File: config.mk
export PLATFORM = sky130hd
export DESIGN_NAME = qam_iq_demod
export DESIGN_NICKNAME = d
export VERILOG_FILES = /design/src/rtl/qam_pkg.sv /design/src/rtl/qam_slicer.sv /design/src/rtl/qam_iq_demod.sv
export SDC_FILE = /design/constraint.sdc
export NUM_CORES = 2
export LEC_CHECK = 0
export ABC_AREA = 1
export CAP_MARGIN = 40
export CORE_MARGIN = 3
export CORE_UTILIZATION = 59
export DETAILED_ROUTE_END_ITERATION = 10
export PLACE_DENSITY = 0.8
export SLEW_MARGIN = 40
export SYNTH_ARGS = -nofsm -noshare
export SYNTH_HDL_FRONTEND = slang
export SYNTH_SLANG_ARGS = --single-unit
File: constraint.sdc
create_clock -name clk -period 6.32 [get_ports clk]
set_input_delay 1.264 -clock clk [delete_from_list [all_inputs] [get_ports clk]]
set_output_delay 1.264 -clock clk [all_outputs]
set_load 0.01 [all_outputs]
File: src/rtl/qam_pkg.sv
// Shared 16-QAM definitions: Gray-coded axis levels (common with the transmit mapper)
// and the accumulator sizing helper.
package qam_pkg;

  localparam logic [1:0] QAM_LVL_M3 = 2'b00;
  localparam logic [1:0] QAM_LVL_M1 = 2'b01;
  localparam logic [1:0] QAM_LVL_P1 = 2'b11;
  localparam logic [1:0] QAM_LVL_P3 = 2'b10;

  // Full-precision product width plus growth for summing sym_len products
  function automatic int acc_width(input int data_width, input int sym_len);
    return 2 * data_width + $clog2(sym_len);
  endfunction

endpackage

File: src/rtl/qam_slicer.sv
// One-axis 16-QAM decision: compares a signed symbol sum against +/- an unsigned
// inner/outer threshold and returns the Gray-coded level.
module qam_slicer
  import qam_pkg::*;
#(
  parameter int ACC_WIDTH = 34
) (
  input  logic [ACC_WIDTH-1:0] sum,
  input  logic [ACC_WIDTH-2:0] thresh,
  output logic [1:0]           lvl
);

  logic signed [ACC_WIDTH-1:0] sum_s;
  logic signed [ACC_WIDTH-1:0] t_pos_s;
  logic signed [ACC_WIDTH-1:0] t_neg_s;

  assign sum_s   = $signed(sum);
  assign t_pos_s = $signed({1'b0, thresh});
  // Zero-extended threshold is at most 2^(W-1)-1, so its negation always fits
  assign t_neg_s = -t_pos_s;

  // Decision regions, outermost first; T=0 collapses to a pure sign decision
  always_comb begin
    lvl = QAM_LVL_M3;
    if (sum_s >= t_pos_s) begin
      lvl = QAM_LVL_P3;
    end else if (sum_s[ACC_WIDTH-1] == 1'b0) begin
      lvl = QAM_LVL_P1;
    end else if (sum_s >= t_neg_s) begin
      lvl = QAM_LVL_M1;
    end else begin
      lvl = QAM_LVL_M3;
    end
  end

endmodule

File: src/rtl/qam_iq_demod.sv
// Coherent I/Q correlator with integrate-and-dump and 16-QAM slicing.
// Optional QAM_IQ_DEMOD_SOFT_OUT_EN exposes the registered symbol sums as soft_i/soft_q.
module qam_iq_demod
  import qam_pkg::*;
#(
  parameter int DATA_WIDTH = 16,
  parameter int SYM_LEN    = 64,
  parameter int ACC_WIDTH  = acc_width(DATA_WIDTH, SYM_LEN)
) (
  input  logic                  clk,
  input  logic                  rst,
  input  logic                  in_valid,
  input  logic [DATA_WIDTH-1:0] rx_sample,
  input  logic [DATA_WIDTH-1:0] lo_cos,
  input  logic [DATA_WIDTH-1:0] lo_sin,
  input  logic                  sym_start,
  input  logic [ACC_WIDTH-2:0]  thresh,
  output logic                  sym_valid,
  output logic [1:0]            sym_i,
  output logic [1:0]            sym_q
`ifdef QAM_IQ_DEMOD_SOFT_OUT_EN
  ,
  output logic [ACC_WIDTH-1:0]  soft_i,
  output logic [ACC_WIDTH-1:0]  soft_q
`endif
);

  localparam int PW    = 2 * DATA_WIDTH;
  localparam int CNT_W = $clog2(SYM_LEN);
  localparam logic [CNT_W-1:0] CNT_LAST = CNT_W'(SYM_LEN - 1);
  localparam logic [CNT_W-1:0] CNT_ONE  = CNT_W'(1);

  logic signed [PW-1:0]        prod_i_s;
  logic signed [PW-1:0]        prod_q_s;
  logic signed [ACC_WIDTH-1:0] p_i_r;
  logic signed [ACC_WIDTH-1:0] p_q_r;
  logic                        v1_r;
  logic                        st1_r;
  logic signed [ACC_WIDTH-1:0] acc_i_r;
  logic signed [ACC_WIDTH-1:0] acc_q_r;
  logic [CNT_W-1:0]            cnt_r;
  logic signed [ACC_WIDTH-1:0] sum_i_s;
  logic signed [ACC_WIDTH-1:0] sum_q_s;
  logic                        dump_s;
  logic [1:0]                  lvl_i_s;
  logic [1:0]                  lvl_q_s;

  // Q uses -(rx*sin) because the transmitter forms I*cos - Q*sin
  assign prod_i_s = PW'($signed(rx_sample)) * PW'($signed(lo_cos));
  assign prod_q_s = -(PW'($signed(rx_sample)) * PW'($signed(lo_sin)));

  // Stage 1: register sign-extended products with their valid/start qualifiers
  always_ff @(posedge clk) begin
    if (rst) begin
      v1_r  <= 1'b0;
      st1_r <= 1'b0;
      p_i_r <= '0;
      p_q_r <= '0;
    end else if (in_valid) begin
      v1_r  <= 1'b1;
      st1_r <= sym_start;
      p_i_r <= ACC_WIDTH'(prod_i_s);
      p_q_r <= ACC_WIDTH'(prod_q_s);
    end else begin
      v1_r  <= 1'b0;
      st1_r <= 1'b0;
    end
  end

  assign sum_i_s = acc_i_r + p_i_r;
  assign sum_q_s = acc_q_r + p_q_r;
  // A start on the last count restarts the symbol instead of dumping it
  assign dump_s  = v1_r && !st1_r && (cnt_r == CNT_LAST);

  qam_slicer #(.ACC_WIDTH(ACC_WIDTH)) u_slicer_i (
    .sum    (sum_i_s),
    .thresh (thresh),
    .lvl    (lvl_i_s)
  );

  qam_slicer #(.ACC_WIDTH(ACC_WIDTH)) u_slicer_q (
    .sum    (sum_q_s),
    .thresh (thresh),
    .lvl    (lvl_q_s)
  );

  // Stage 2: integrate-and-dump with registered decision outputs
  always_ff @(posedge clk) begin
    if (rst) begin
      acc_i_r   <= '0;
      acc_q_r   <= '0;
      cnt_r     <= '0;
      sym_valid <= 1'b0;
      sym_i     <= 2'b00;
      sym_q     <= 2'b00;
    end else begin
      sym_valid <= 1'b0;
      if (v1_r) begin
        if (st1_r) begin
          acc_i_r <= p_i_r;
          acc_q_r <= p_q_r;
          cnt_r   <= CNT_ONE;
        end else if (dump_s) begin
          acc_i_r   <= '0;
          acc_q_r   <= '0;
          cnt_r     <= '0;
          sym_valid <= 1'b1;
          sym_i     <= lvl_i_s;
          sym_q     <= lvl_q_s;
        end else begin
          acc_i_r <= sum_i_s;
          acc_q_r <= sum_q_s;
          cnt_r   <= cnt_r + CNT_ONE;
        end
      end
    end
  end

`ifdef QAM_IQ_DEMOD_SOFT_OUT_EN
  // Soft sums captured alongside the hard decision for EVM / soft decoding
  always_ff @(posedge clk) begin
    if (rst) begin
      soft_i <= '0;
      soft_q <= '0;
    end else if (dump_s) begin
      soft_i <= sum_i_s;
      soft_q <= sum_q_s;
    end else begin
      soft_i <= soft_i;
      soft_q <= soft_q;
    end
  end
`else
  // Without soft outputs the final sums exist only combinationally at the slicers
`endif

endmodule

# Word level (Yosys, flattened, before mapping)
# Index checks and enable logic that the tools add are counted.
# W data, S select, Z words.
# classes
n_lt_le_gt_ge	4
n_addsub	5
eq_ne	1
shifts	0
n_bitwise	3
reduce_logical	6
multipliers	2
div_mod_pow	0
mux	14
# ops
cell	n
$ge A38 B38 Y1	4
$mux W38	4
$add A38 B32 Y38	2
$mul A16 B16 Y32	2
$neg A37 Y38	1
$neg A32 Y32	1
$mux W6	2
$mux W2	4
$add A6 B1 Y6 const B	1
$eq A6 B6 Y1 const B	1
$mux W1	4
$not A1 Y1	3
$reduce_and A3 Y1	1
$reduce_or A3 Y1	1
$logic_and A1 B1 Y1	2
$reduce_or A2 Y1	1
$logic_not A1 Y1	1
# totals
latch_bits	0
memories	0
inputBits	89
elab_cells	45
output_inout_bits	5
mem_bits_rw	0
mem_bits_ro	0
regBits	153

# Depth between registers and ports, before layout
# depth
ltp_word	5
ltp_mapped	31
depth_no_buf	31

# Cells and area by module
# From an unflattened synthesis, not the netlist that was laid out.
# hier_totals
hier_cells	5841
area_unflattened_um2	39143.8
# modules_own_cells
mod	instances	area_per_inst_um2	cells_per_inst
qam_iq_demod	1	33520.9	4905
qam_slicer	2	2811.4	468

# Worst setup path before layout
# No wires, ideal clock.
# synth_path
path_type	in2reg
startpoint	input lo_sin[2]
endpoint	register p_q_r[30]
stages	24
arrival_time_ns	6.754
path_buffers	2
required_time_ns	6.204
slack_ns	-0.550
path_cell_list	clkbuf_1 -> clkbuf_1 -> nand2_1 -> fa_1 -> inv_1 -> fa_1 -> inv_1 -> fa_1 -> inv_1 -> fa_1 -> inv_1 -> fa_1 -> inv_1 -> fa_1 -> inv_1 -> ha_1 -> inv_1 -> nor3_1 -> nor3b_1 -> a221oi_1 -> nand3_1 -> nand3_1 -> o211ai_1 -> inv_1
# synth_via
elab_chain_len	2
# synth_lines
item	line	source
start: declaration	qam_iq_demod.sv:15	input logic [DATA_WIDTH-1:0] lo_sin,
$mul A16 B16 Y32	qam_iq_demod.sv:50	assign prod_q_s = -(PW'($signed(rx_sample)) * PW'($signed(lo_sin)));
$neg A32 Y32	qam_iq_demod.sv:50	
end signal: assignment	qam_iq_demod.sv:63	p_q_r <= ACC_WIDTH'(prod_q_s);
end: declaration	qam_iq_demod.sv:36	logic signed [ACC_WIDTH-1:0] p_q_r;
# No other way between the ends.
# A chain may end at the register's enable or synchronous reset.

# Worst setup path after layout
# layout_path
startpoint	input lo_sin[11]
endpoint	register p_q_r[25]
# Same word-level chain as after synthesis.

==> impl_metrics.ini <==
[status]
status = finished, violations left
failed_checks = negative setup slack

[global_routing]
track_usage = 0.351
antenna_found_initial = 4
grt_start_max_net_pins = 87
grt-ovfl-total = 0
grt_pass1_wl_um = 176000
grt_pass1_vias = 34947

[floorplanning]
die_width_um = 251
die_area_um2 = 62800
start_util = 0.597
die_h_um = 251
design.core.area_um2 = 59100
pin_count = 94
num_rows = 89

[timing]
tns_ns = -2.43
timing.final.ws_setup_ns = -0.263
slew_headroom = 0.452
final_max_slew_viol_count = 0
setup_violations = 19
rsz0062_at_grt = yes
tightestPinTransition_ns = 0.823
timing_hold_violations_final = 0
period_share = 1.04
fin_crit_ns = 6.58
fin_skew_ns = 0.0125
max_freq_mhz = 152

[cts]
postCtsHoldBufs = 0
h-tree-depth = 4
clock-sinks = 153
numCtsBuffers = 17
path_clk_slew_ns = 0.07
worstSkewPairLatency_ns = 0.46
cts_tree = yes
cts_buffer_depth = 2
clockRootBuffer = clkbuf_16

[worst_setup_path]
arrival_ns = 6.94
slowest_delay_ns = 0.78
cp_max_fo = 7
cp_num_buf_inv = 5
critPathKind = input pin to flop
crit_chain = dlymetal6s2s_1 -> buf_12 -> nand2_1 -> fa_1 -> fa_1 -> fa_1 -> fa_2 -> fa_1 -> inv_1 -> fa_1 -> inv_1 -> ha_4 -> a21oi_2 -> o21ai_0 -> a21oi_1 -> nand3_1 -> nand2_1 -> o211ai_1 -> xor2_1 -> o21ai_0 -> inv_1
required_ns = 6.68
critPathMostFrequentCell = fa_1
slowest_stage = fa_1
cp_top_family = adder cells
start_kind = input pin
critPathCaptureType = flop

[synth]
synthTopCellsByArea = fa_1 30%, ha_1 14%, inv_1 12%
synth.cell_area_um2 = 35300
yosysSeqAreaShare = 0.0868
yosysMostFrequentCell = inv_1
syn_inst = 4820
post-synth-top-area-cell = fa_1
synth_area_per_cell_um2 = 7.32
synth-edff-count = 0
yosysTopAreaCellShare = 0.296
synth_common_cells = 1105 x inv_1, 987 x nand2_1, 522 x fa_1, 407 x ha_1, 366 x a21oi_1
synthArstFlopShare = 0
synth.ff_latch_count = 153
yosysWarnings = 0
yosysUniqueCellTypes = 60
yosys_most_used_dff = dfxtp_1
synth_nets = 5838

[placed_design]
gp_congestion = 0.993
hpwlAfterDp_um = 85000
port-buffer-count = 93

[cells_and_area]
multi_input_area_um2 = 28700
drive_above_1_share = 0.165
final_util = 0.726
area_growth_pct = 21.7
seqCellArea_um2 = 3070
nFillCells = 4285
layout.nets = 6246

[detailed_routing]
drc = 0
antenna_left = 0
drt_first_iter_violations = 3396
dr.pass1.iters = 8
vias = 35118
routed_wl_um = 121000
wire_per_inst_um = 20.1
vias_per_cell = 5.84

[worst_hold_path]
hp-class = flop to flop

[flow_run]
cap_violations = 0
## flip-flops by register name (all words and copies together) (netlist names)
register / cells
sym_valid: 1
sym_i: 2
p_i_r: 32
v1_r: 1
acc_q_r: 38
acc_i_r: 38
st1_r: 1
sym_q: 2
p_q_r: 32
cnt_r: 6
## final cells by class
cell class	instances	area share
timing repair buffer	560	0.126
inverter	1112	0.0974
multi-input combinational	3384	0.669
tap	773	0.0225
clock inverter	14	0.00350
antenna	2	0.000117
clock buffer	18	0.0102
sequential	153	0.0714
## routing by layer
layer	share of wire	GRT usage	wire length, µm	up-vias
met2	0.47	0.611	56700	2056
met3	0.10	0.0538	12500	767
met4	0.073	0.156	8840	4
met1	0.36	0.433	43100	16650
met5	0.00021	0	26	-
li1	-	-	-	15641
## layout by cell type, fill, tap and decap left out, types with 19 or more instances in the layout
cell / netlist / final
o21ai_2: 7 / 19
buf_6: 0 / 39
fa_2: 0 / 31
a21oi_2: 6 / 37
clkdlybuf4s50_1: 0 / 46
clkbuf_16: 0 / 27
o211ai_1: 20 / 20
xor2_1: 105 / 103
a21oi_1: 366 / 327
nor3_1: 31 / 22
inv_1: 1105 / 1059
xnor2_1: 45 / 44
dfxtp_1: 153 / 151
o21ai_0: 245 / 213
a31oi_1: 25 / 23
nor2_1: 317 / 306
ha_1: 407 / 372
buf_12: 0 / 40
ha_4: 0 / 35
fa_1: 522 / 491
o21ai_1: 8 / 27
nand2_2: 6 / 42
buf_4: 0 / 367
nand4_1: 35 / 35
nand3_1: 102 / 93
inv_2: 6 / 49
nand2_1: 987 / 936
## through the flow
step                      setup slack, ns  instances  area (µm²)  hold WS, ns
after global routing               -0.561       6014       42900        0.507
final                              -0.263       6016       43000        0.487
after global placement             -0.762       5886       39900        0.470
after floorplan                   -0.0135       4820       35800        0.459
after CTS                         0.00224       5978       41900        0.491
after detailed placement           -0.880       5886       39900        0.480
## timing repair
item,4_1_cts,5_1_grt
cloned,18,13
gates resized for setup,195,309
setup buffers,42,27
pin swaps,78,143
setup endpoints to repair,34,37
## worst paths after layout
kind,start,endpoint,slack (ns),cells after the start
setup / recovery,lo_sin[11],p_q_r[25],-0.26,21
hold / removal,cnt_r[5],cnt_r[5],0.49,2
setup reg to reg,p_q_r[0],sym_q[0],1.79,21
hold reg to reg,cnt_r[5],cnt_r[5],0.49,2
## logic make-up after synthesis
| group | after synthesis | share of synthesized area |
|---|---|---|
| and+or+nand+nor | 1559 | 0.183 |
| buffers and inverters | 1283 | 0.137 |
| adders and majority gates | 929 | 0.440 |
| DFF | 153 | 0.0868 |
| xor gates and xnor gates | 151 | 0.0377 |
| AOI/OAI and AO/OA | 745 | 0.116 |
## tightest hold or removal path: cells and delay by family, from the launching register on
kind	cells	cell delay (ns)
DFF	1	0.33
and+or+nand+nor	1	0.06
AOI/OAI and AO/OA	1	0.06
Power is left out: the tool's default activity adds up to more than one toggle a clock period on the data nets, which glitch-free logic cannot reach.
